### src/rtl/qea_host_pkg.sv
// qea_host_pkg: FSM states, job-sizing helpers and default read latency shared by qea_host_loader.
package qea_host_pkg;
   typedef enum logic [2:0] {
      S_IDLE, S_LOAD_CTX, S_LOAD_STATE, S_START, S_RUN, S_READ, S_DONE
   } state_t;
   localparam int DEF_READ_LAT = 1;
   function automatic logic qbit_legal(input int qbit, input int pe_w, input int addr_w);
      return qbit > pe_w && qbit <= addr_w + pe_w;
   endfunction
   function automatic int depth_of(input int qbit, input int pe_w);
      return 1 << (qbit - pe_w);
   endfunction
endpackage

### src/rtl/qea_host_rd_skid.sv
// qea_host_rd_skid: small circular FIFO holding {addr, word} on the readout path.
module qea_host_rd_skid #(
   parameter int DEPTH = 2,
   parameter int W     = 8
) (
   input  logic                         clk,
   input  logic                         rst,
   input  logic                         i_push,
   input  logic [W-1:0]                 i_data,
   input  logic                         i_pop,
   output logic                         o_valid,
   output logic [W-1:0]                 o_data,
   output logic [$clog2(DEPTH+1)-1:0]   o_count
);
   localparam int PW = $clog2(DEPTH);
   localparam int NW = $clog2(DEPTH + 1);
   logic [W-1:0]  r_mem [DEPTH];
   logic [PW-1:0] r_wr, r_rd;
   logic [NW-1:0] r_cnt;
   always_ff @(posedge clk)
      if (i_push) r_mem[r_wr] <= i_data;
   always_ff @(posedge clk) begin
      if (rst) begin
         r_wr  <= '0;
         r_rd  <= '0;
         r_cnt <= '0;
      end else begin
         if (i_push) r_wr <= (r_wr == PW'(DEPTH - 1)) ? '0 : r_wr + PW'(1);
         if (i_pop) r_rd <= (r_rd == PW'(DEPTH - 1)) ? '0 : r_rd + PW'(1);
         r_cnt <= r_cnt + NW'(i_push) - NW'(i_pop);
      end
   end
   assign o_valid = r_cnt != '0;
   assign o_data  = r_mem[r_rd];
   assign o_count = r_cnt;
endmodule

### src/rtl/qea_host_loader.sv
// qea_host_loader: loads context/state into QEA, runs it, streams results back; QEA_HOST_CYCLE_CNT_EN adds o_exec_cycles.
module qea_host_loader
   import qea_host_pkg::*;
#(
   parameter int PE_NUM_WIDTH            = 2,
   parameter int PE_NUM                  = 4,
   parameter int DATA_WIDTH              = 32,
   parameter int STATE_DATA_WIDTH        = DATA_WIDTH * 2,
   parameter int STATE_ADDR_WIDTH        = 16,
   parameter int GATE_CONTEXT_DATA_WIDTH = 64,
   parameter int GATE_CONTEXT_ADDR_WIDTH = 16,
   parameter int MAX_QBIT_WIDTH          = 6,
   parameter int READ_LAT                = DEF_READ_LAT
) (
   input  logic                                 clk,
   input  logic                                 rst,
   input  logic                                 i_go,
   input  logic [MAX_QBIT_WIDTH-1:0]            i_qbit_num,
   input  logic [GATE_CONTEXT_ADDR_WIDTH-1:0]   i_ctx_num,
   input  logic                                 i_ctx_valid,
   input  logic [GATE_CONTEXT_DATA_WIDTH-1:0]   i_ctx_word,
   output logic                                 o_ctx_ready,
   input  logic                                 i_st_valid,
   input  logic [PE_NUM*STATE_DATA_WIDTH-1:0]   i_st_word,
   output logic                                 o_st_ready,
   output logic                                 o_rd_valid,
   output logic [PE_NUM*STATE_DATA_WIDTH-1:0]   o_rd_word,
   output logic [STATE_ADDR_WIDTH-1:0]          o_rd_addr,
   input  logic                                 i_rd_ready,
   output logic                                 o_qea_start,
   output logic [MAX_QBIT_WIDTH-1:0]            o_qea_qbit_num,
   output logic                                 o_qea_ctx_en,
   output logic                                 o_qea_ctx_wea,
   output logic [GATE_CONTEXT_ADDR_WIDTH-1:0]   o_qea_ctx_addr,
   output logic [GATE_CONTEXT_DATA_WIDTH-1:0]   o_qea_ctx_data,
   output logic                                 o_qea_state_ena,
   output logic                                 o_qea_state_wea,
   output logic [STATE_ADDR_WIDTH-1:0]          o_qea_state_addra,
   output logic [PE_NUM*STATE_DATA_WIDTH-1:0]   o_qea_state_dina,
   input  logic                                 i_qea_complete,
   input  logic [PE_NUM*STATE_DATA_WIDTH-1:0]   i_qea_state_dout,
   output logic                                 o_busy,
   output logic                                 o_done,
   output logic                                 o_err
`ifdef QEA_HOST_CYCLE_CNT_EN
   ,output logic [31:0]                         o_exec_cycles
`endif
);
   localparam int SW = PE_NUM * STATE_DATA_WIDTH;
   localparam int AW = STATE_ADDR_WIDTH;
   localparam int CW = GATE_CONTEXT_ADDR_WIDTH;
   state_t                         r_state, w_next;
   logic [MAX_QBIT_WIDTH-1:0]      r_qbit;
   logic [CW-1:0]                  r_ctx_num, r_ctx_cnt;
   logic [AW-1:0]                  r_last, r_cnt;
   logic                           r_run1, r_iss, r_err;
   logic [READ_LAT-1:0]            r_pv;
   logic [AW-1:0]                  r_pa [READ_LAT];
   logic                           w_legal, w_accept, w_ctx_hs, w_st_hs, w_issue, w_pop, w_fvalid;
   logic [AW+SW-1:0]               w_fdata;
   logic [$clog2(READ_LAT+2)-1:0]  w_fcount;
   int                             w_infl;
   assign w_legal  = qbit_legal(int'(i_qbit_num), PE_NUM_WIDTH, AW);
   assign w_accept = r_state == S_IDLE && i_go && w_legal;
   always_comb begin
      w_infl = 0;
      for (int i = 0; i < READ_LAT; i++) w_infl += int'(r_pv[i]);
   end
   always_ff @(posedge clk) r_state <= rst ? S_IDLE : w_next;
   always_comb begin
      w_next = r_state;
      case (r_state)
         S_IDLE:       if (w_accept) w_next = (i_ctx_num == '0) ? S_LOAD_STATE : S_LOAD_CTX;
         S_LOAD_CTX:   if (w_ctx_hs && r_ctx_cnt + CW'(1) == r_ctx_num) w_next = S_LOAD_STATE;
         S_LOAD_STATE: if (w_st_hs && r_cnt == r_last) w_next = S_START;
         S_START:      w_next = S_RUN;
         S_RUN:        if (!r_run1 && i_qea_complete) w_next = S_READ;
         S_READ:       if (w_pop && o_rd_addr == r_last) w_next = S_DONE;
         default:      w_next = S_IDLE;
      endcase
   end
   // reads are issued only while every outstanding word has a guaranteed skid slot
   always_comb begin
      o_ctx_ready       = r_state == S_LOAD_CTX;
      o_st_ready        = r_state == S_LOAD_STATE;
      w_ctx_hs          = o_ctx_ready && i_ctx_valid;
      w_st_hs           = o_st_ready && i_st_valid;
      w_issue           = r_state == S_READ && !r_iss && (int'(w_fcount) + w_infl < READ_LAT + 1);
      o_qea_ctx_en      = w_ctx_hs;
      o_qea_ctx_wea     = w_ctx_hs;
      o_qea_ctx_addr    = w_ctx_hs ? r_ctx_cnt : '0;
      o_qea_ctx_data    = w_ctx_hs ? i_ctx_word : '0;
      o_qea_state_ena   = w_st_hs || w_issue;
      o_qea_state_wea   = w_st_hs;
      o_qea_state_addra = (w_st_hs || w_issue) ? r_cnt : '0;
      o_qea_state_dina  = w_st_hs ? i_st_word : '0;
      o_qea_start       = r_state == S_START;
      o_busy            = r_state != S_IDLE;
      o_done            = r_state == S_DONE;
      o_rd_valid        = w_fvalid;
      o_rd_word         = w_fvalid ? w_fdata[SW-1:0] : '0;
      o_rd_addr         = w_fvalid ? w_fdata[AW+SW-1:SW] : '0;
      w_pop             = w_fvalid && i_rd_ready;
   end
   always_ff @(posedge clk) begin
      if (rst) begin
         r_qbit    <= '0;
         r_ctx_num <= '0;
         r_ctx_cnt <= '0;
         r_last    <= '0;
         r_cnt     <= '0;
         r_run1    <= 1'b0;
         r_iss     <= 1'b0;
         r_err     <= 1'b0;
         r_pv      <= '0;
      end else begin
         r_err <= r_state == S_IDLE && i_go && !w_legal;
         if (w_accept) begin
            r_qbit    <= i_qbit_num;
            r_ctx_num <= i_ctx_num;
            r_last    <= AW'(depth_of(int'(i_qbit_num), PE_NUM_WIDTH) - 1);
            r_ctx_cnt <= '0;
            r_cnt     <= '0;
            r_iss     <= 1'b0;
         end
         if (w_ctx_hs) r_ctx_cnt <= r_ctx_cnt + CW'(1);
         if (w_st_hs) r_cnt <= (r_cnt == r_last) ? '0 : r_cnt + AW'(1);
         if (w_issue) begin
            r_cnt <= r_cnt + AW'(1);
            r_iss <= r_cnt == r_last;
         end
         if (r_state == S_START) r_run1 <= 1'b1;
         if (r_state == S_RUN) r_run1 <= 1'b0;
         r_pv <= READ_LAT'({r_pv, w_issue});
      end
   end
   always_ff @(posedge clk) begin
      r_pa[0] <= r_cnt;
      for (int i = 1; i < READ_LAT; i++) r_pa[i] <= r_pa[i-1];
   end
   assign o_qea_qbit_num = r_qbit;
   assign o_err          = r_err;
   qea_host_rd_skid #(.DEPTH(READ_LAT + 1), .W(AW + SW)) u_skid (
      .clk     (clk),
      .rst     (rst),
      .i_push  (r_pv[READ_LAT-1]),
      .i_data  ({r_pa[READ_LAT-1], i_qea_state_dout}),
      .i_pop   (w_pop),
      .o_valid (w_fvalid),
      .o_data  (w_fdata),
      .o_count (w_fcount)
   );
`ifdef QEA_HOST_CYCLE_CNT_EN
   logic [31:0] r_exec;
   always_ff @(posedge clk) begin
      if (rst || r_state == S_START) r_exec <= '0;
      else if (r_state == S_RUN && r_exec != '1) r_exec <= r_exec + 32'd1;
   end
   assign o_exec_cycles = r_exec;
`endif
endmodule

### config.mk
export PLATFORM = sky130hd
export DESIGN_NAME = qea_host_loader
export DESIGN_NICKNAME = d
export VERILOG_FILES = /design/src/rtl/qea_host_pkg.sv /design/src/rtl/qea_host_rd_skid.sv /design/src/rtl/qea_host_loader.sv
export SDC_FILE = /design/constraint.sdc
export NUM_CORES = 1
export LEC_CHECK = 0
export CAP_MARGIN = 20
export CORE_AREA = 2 2 479 481
export CTS_BUF_LIST = sky130_fd_sc_hd__clkbuf_4
export CTS_CLUSTER_DIAMETER = 80
export CTS_CLUSTER_SIZE = 24
export DETAILED_ROUTE_END_ITERATION = 10
export DIE_AREA = 0 0 481 483
export SYNTH_ARGS = -nofsm -noshare
export SYNTH_HDL_FRONTEND = slang
export SYNTH_SLANG_ARGS = --single-unit
### constraint.sdc
create_clock -name clk -period 14.8 [get_ports clk]
set_input_delay 2.22 -clock clk [delete_from_list [all_inputs] [get_ports clk]]
set_output_delay 2.22 -clock clk [all_outputs]
set_load 0.01 [all_outputs]
== Word-level counts from Yosys, hierarchy flattened ==
Memory sizes are Yosys's and may differ from the RTL's. A register that Yosys moved wholly into a read port is not among the register bits.
Index checks and enable logic that the tools add are counted.

* Register bits after elaboration: 81
* Bits in latches: 0
* RAM bits: 560
* Memory bits (read-only): 0
* Input bits: 605
* Output and inout port bits: 641
* Word-level logic and storage cells: 94
* Memories kept: 2

{| class="wikitable"
|+ Memory list
! memory !! words !! bits a word !! read ports !! clocked after memory_dff !! wr ports !! RTL line !! text
|-
| u_skid.r_mem || 2 || 272 || 1 || 1 || 1 || qea_host_rd_skid.sv:17 || <nowiki>logic [W-1:0] r_mem [DEPTH];</nowiki>
|-
| r_pa || 1 || 16 || 1 || 0 || 1 || qea_host_loader.sv:58 || <nowiki>logic [AW-1:0] r_pa [READ_LAT];</nowiki>
|}

* Add/subtract/negate cells: 9
* $mul: 0
* Divide/modulo/power cells: 0
* Order comparisons: 3
* Equal/unequal tests: 14
* Shift operators: 1
* Muxes and demuxes: 26
* Bitwise logic cells: 0
* Reductions and logical operators: 26

{| class="wikitable"
|+ Operators by type and width
! cell !! number
|-
| 256-bit two-way mux || 2
|-
| 16-bit two-way mux || 8
|-
| 64-bit two-way mux || 1
|-
| 16-bit == test || 3
|-
| 16-bit by 1-bit adder with 16-bit output, second input constant || 2
|-
| 1-bit by 32-bit << shifter with 16-bit output, first input constant || 1
|-
| 3-bit one-hot mux with 6 select lines || 1
|-
| 16-bit zero test || 1
|-
| 16-bit by 2-bit subtractor with 16-bit output, second input constant || 1
|-
| 3-bit two-way mux || 5
|-
| 1-bit logical AND || 13
|-
| 3-bit == test, second input constant || 3
|-
| 1-bit two-way mux || 8
|-
| 6-bit by 2-bit subtractor with 7-bit output, second input constant || 1
|-
| 3-bit by 2-bit == test with 1-bit output, second input constant || 2
|-
| 6-bit by 2-bit > comparator with 1-bit output, second input constant || 1
|-
| 6-bit by 5-bit <= comparator with 1-bit output, second input constant || 1
|-
| 2-bit != test, second input constant || 3
|-
| 2-bit nonzero test || 3
|-
| 3-bit nonzero test || 2
|-
| 5-bit AND reduction || 1
|-
| 2-bit by 1-bit != test with 1-bit output, second input constant || 2
|-
| 2-bit by 1-bit adder with 3-bit output || 1
|-
| 3-bit by 1-bit == test with 1-bit output, second input constant || 1
|-
| other kinds (9) || 12
|}

== Depth between registers and ports, before layout ==
* Word-level depth: 6
* Mapped depth: 14
* Gate-level depth less buffers: 12

== Cells and area by module ==
From an unflattened synthesis, not the netlist that was laid out.

* Cells, all modules: 2198
* Area total of the unflattened synthesis: 29255.6 µm²

{| class="wikitable"
|+ Modules (own cells, without submodules)
! module !! times used !! cells each !! area each (µm²) !! sequential area each (µm²)
|-
| qea_host_rd_skid || 1 || 866 || 20145.6 || 16435.8
|-
| qea_host_loader || 1 || 1332 || 9110.0 || 1861.8
|}

== Worst setup path before layout ==
No wires, ideal clock.

* Kind: register to register
* Start: reg u_skid.r_wr
* End: mem u_skid.r_mem[0][0] (netlist name) (enable)
* Setup time: 0.943 ns
* Data arrival time: 12.311 ns
* Required time: 13.857 ns
* Path slack: 1.546 ns
* Stages on the path, launching flop included: 2
* Buffers on the path: 0
* Period minus slack after synthesis: 13.254 ns
* Cell sequence: dfxtp_1 nor2b_1

{| class="wikitable"
|+ RTL lines
! what !! RTL line !! text
|-
| start: declaration || qea_host_rd_skid.sv:18 || <nowiki>logic [PW-1:0] r_wr, r_rd;</nowiki>
|-
| start signal: assignment || qea_host_rd_skid.sv:28 || <nowiki>if (i_push) r_wr <= (r_wr == PW'(DEPTH - 1)) ? '0 : r_wr + PW'(1);</nowiki>
|-
| end: declaration || qea_host_rd_skid.sv:17 ||
|}

Straight into the memory's write port.

== Final worst setup path ==
* Start: in i_ctx_valid
* End: out o_qea_ctx_data[19]

* Word-level cells in the longest chain between the ends: 2

{| class="wikitable"
|+ Ends and longest elaborated chain
! what !! RTL line !! text
|-
| start: declaration || qea_host_loader.sv:20 || <nowiki>input logic i_ctx_valid,</nowiki>
|-
| 1-bit logical AND || qea_host_loader.sv:86 || <nowiki>w_ctx_hs = o_ctx_ready && i_ctx_valid;</nowiki>
|-
| 64-bit two-way mux || qea_host_loader.sv:92 || <nowiki>o_qea_ctx_data = w_ctx_hs ? i_ctx_word : '0;</nowiki>
|-
| end: declaration || qea_host_loader.sv:35 || <nowiki>output logic [GATE_CONTEXT_DATA_WIDTH-1:0] o_qea_ctx_data,</nowiki>
|}

Every way passes these cells.

==> flow_summary.json <==
{
  "fin_hold_ws_ns": 0.431,
  "busiest_layer": "met2",
  "finalHoldViolCount": 0,
  "numCtsBuffers": 50,
  "met2_usage_pct": 30.6,
  "layout-drive-gt1-share_pct": 4.30,
  "stdcell_area_um2": 45200,
  "die_x_um": 481,
  "antenna_found_initial": 142,
  "crit_path_frequent_cell": "clkdlybuf4s50_1",
  "pwr-share-comb_pct": 29.8,
  "clockRootBuffer": "clkbuf_4",
  "slowest_stage": "clkdlybuf4s50_1",
  "io_pins": 1246,
  "grt_pass1_vias": 23032,
  "avgSynthCellArea_um2": 12.6,
  "synth_edf_count": 544,
  "p_int_uw": 2770,
  "slowest_delay_ns": 0.69,
  "cts_resized": 0,
  "post-route-period-util_pct": 50.6,
  "tightest_slew_ns": 1.31,
  "grt.overflow.total": 0,
  "powerDensity_nw_per_um2": 93.2,
  "netSwitchingFraction_pct": 34.1,
  "syn_area_um2": 27900,
  "cp.required_ns": 12.58,
  "yosysWarnings": 0,
  "coreArea_um2": 227000,
  "finClkSkew_ns": 0.174,
  "ant_nets": 0,
  "cts_tree": "built",
  "grt_util_all_layers_pct": 16.8,
  "syn_inst": 2220,
  "yosysTopAreaCellShare_pct": 58.5,
  "clock_path_buffers": 3,
  "dp_slack_ns": 7.27,
  "power_switching_uw": 1430,
  "ir_drop_uv": 80.7,
  "ys_seq_elements": 642,
  "avgRoutedWirePerCell_um": 31.2,
  "synthAdderAreaFrac_pct": 0.314,
  "remaining_drc_errors": 0,
  "p_leak_uw": 0.0146,
  "htree_num_levels": 2,
  "initial_core_util_pct": 12.3,
  "place_area_um2": 43800,
  "cts_num_sinks": 642,
  "clk_pin_slew_ns": 0.22,
  "relSlewSlack_pct": 12.3,
  "async_flop_share_pct": 0,
  "grt_setup_unrepaired": "false",
  "grt_pass1_wl_um": 253000,
  "rows": 175,
  "drtPass1Iterations": 5,
  "synth_xor_area_share_pct": 1.91,
  "path_cells": "clkdlybuf4s50_1 -> nand2_1 -> clkinv_2 -> buf_4 -> and2_1 -> clkdlybuf4s50_1",
  "postLayoutCoreUtil_pct": 19.9,
  "place_congestion": 1.04,
  "viasPerCell": 3.59,
  "grt_max_degree": 229,
  "arrival_ns": 5.27,
  "fin_ws_ns": 7.31,
  "critPathLaunchType": "input port",
  "use_met1_pct": 17.6,
  "grt.met3_usage_pct": 5.73,
  "io_buffers": 1245,
  "cts_hold_buf": 0,
  "synth_ff_type": "edfxtp_1",
  "area_growth_pct": 61.7,
  "critPathKind": "input port to output port",
  "synth_compound_area_share_pct": 2.90,
  "dp_hpwl_um": 174000,
  "seq_power_share_pct": 47.2,
  "cp_max_fo": 75,
  "setup_tns_ns": 0,
  "synth_cell_type_count": 64,
  "status": "completed",
  "clk_latency_ns": 1.15,
  "synth_area_leaders": "edfxtp_1, mux2i_1, dfxtp_1",
  "drv_cap": 0,
  "ys_seq_area_share_pct": 65.5,
  "dieArea_um2": 232000,
  "min_period_ns": 7.49,
  "cpLargestDelayFamily": "buffers and inverters",
  "cts_setup_buffers": 0,
  "vias": 23708,
  "slew_viol_final": 0,
  "synth_simple_gate_area_share_pct": 16.8,
  "wirelength_um": 206000,
  "hold_path_class": "flip-flop to flip-flop",
  "drt-initial-drc-count": 1588,
  "setup_viol": 0,
  "max_freq_mhz": 134,
  "yosys.area.top_type": "edfxtp_1",
  "crit_buf_inv": 4,
  "cp-end-kind": "output port",
  "nets": 3996,
  "synth_top_family_by_area": "simple AND/OR/NAND/NOR gates",
  "die_h_um": 483,
  "power.share.clock_pct": 23.0,
  "muxShareOfSynthArea_pct": 9.87,
  "syn_nets": 2832
}
worst reg2reg max path, cell delays in order, from the launching register on:
cell,delay (ns)
dfxtp_4,0.72
buf_4,0.73
mux2i_1,0.55
or3_1,0.17
nand4_1,0.06
or4_1,0.54
o31ai_2,0.52
o21ai_1,0.13
and3b_1,0.19
cells in the final DEF, fill, tap and decap left out, drive strengths merged, types with 4 or more instances in the layout:
cell / instances
nor2: 342
nand2b: 7
o21ai: 33
nor3: 21
clkinv: 14
clkinvlp: 4
dfxtp: 98
or4: 4
clkdlybuf4s50: 1243
and2: 97
mux2i: 274
nor4: 12
xor2: 13
a21oi: 58
nor2b: 5
nand3: 13
and4: 5
or3: 17
edfxtp: 544
xnor2: 48
a211oi: 7
a311oi: 8
clkbuf: 52
and3: 261
diode: 171
nand2: 95
nand4: 21
or2: 5
inv: 36
buf: 37
ha: 7
power groups by stage:
stage | combinational, uW | sequential [uW] | clock, uW
6_report | 1250 | 1980 | 967
3_5_place_dp | 1280 | 2020 | 0
3_3_place_gp | 1280 | 2020 | 0
4_1_cts | 1280 | 1980 | 1020
2_1_floorplan | 471 | 2010 | 0
5_1_grt | 1320 | 1990 | 1070
logic make-up after synthesis:
kind of cell,after synthesis
simple gates,919
buf+inv,184
fa+ha+maj,7
mux,274
flops,642
compound gates,133
xor+xnor,61
metrics by stage:
step	total power, uW	std cells
after floorplan	2480	2220
after global placement	3300	6338
after detailed placement	3300	6338
after CTS	4290	6428
after global routing	4390	6588
final	4210	6602
path summary, 6_finish.rpt:
kind | from | cells past startpoint | slack (ns) | endpoint
min reg2reg | r_cnt[10] | 0 | 0.43 | r_pa[0][10]
max reg2reg | flip-flop | 8 | 11.06 | r_state[0]
min | r_cnt[10] | 0 | 0.43 | r_pa[0][10]
max | i_ctx_valid | 6 | 7.31 | o_qea_ctx_data[19]
flip-flops by register name, summed over array words and instances (netlist names), 2 cells and up, named ones only:
register / cells
u_skid.o_count: 2
r_last: 16
r_cnt: 16
r_pa: 16
o_qea_qbit_num: 6
r_ctx_cnt: 16
r_ctx_num: 16
u_skid.r_mem: 544
r_state: 3
Yosys cell counts (2+ instances only):
library cell,count
and4_1,5
nor3b_1,2
edfxtp_1,544
o21ai_1,3
nand4b_1,2
ha_1,7
nor3_1,21
or4_1,4
o211ai_1,2
nor4_1,11
xnor2_1,48
nand4_1,21
and4b_1,2
dfxtp_1,98
nand3_1,13
clkbuf_1,115
nor2b_1,5
and2_1,97
nand2_1,95
or3_1,17
a211oi_1,7
or2_2,4
buf_2,38
a22oi_1,3
buf_1,12
nand2b_1,7
nor2_1,342
and3_1,261
o21ai_0,29
mux2i_1,273
a21oi_1,57
buf_4,2
o22ai_1,3
inv_1,15
o21a_1,3
nand3b_1,3
a311oi_1,8
a31oi_1,3
xor2_1,13
layer usage:
layer  part of all wire [%]  wire, um  vias up
met1                     35     72900    11609
met5                   0.19       385        -
met4                    4.1      8430       62
met3                    8.8     18100      260
met2                     52    106000     1229
li1                       -         -    10548
area by class of cell:
type	instances	area, um^2
fill	24712	182000
sequential	642	18300
timing repair buffer	1280	12800
multi-input combinational	1394	8890
tap	3009	3760
clock inverter	38	488
antenna	171	428
clock buffer	52	390
inverter	16	61.3
Note: power is estimated with default switching activity, not from simulation.
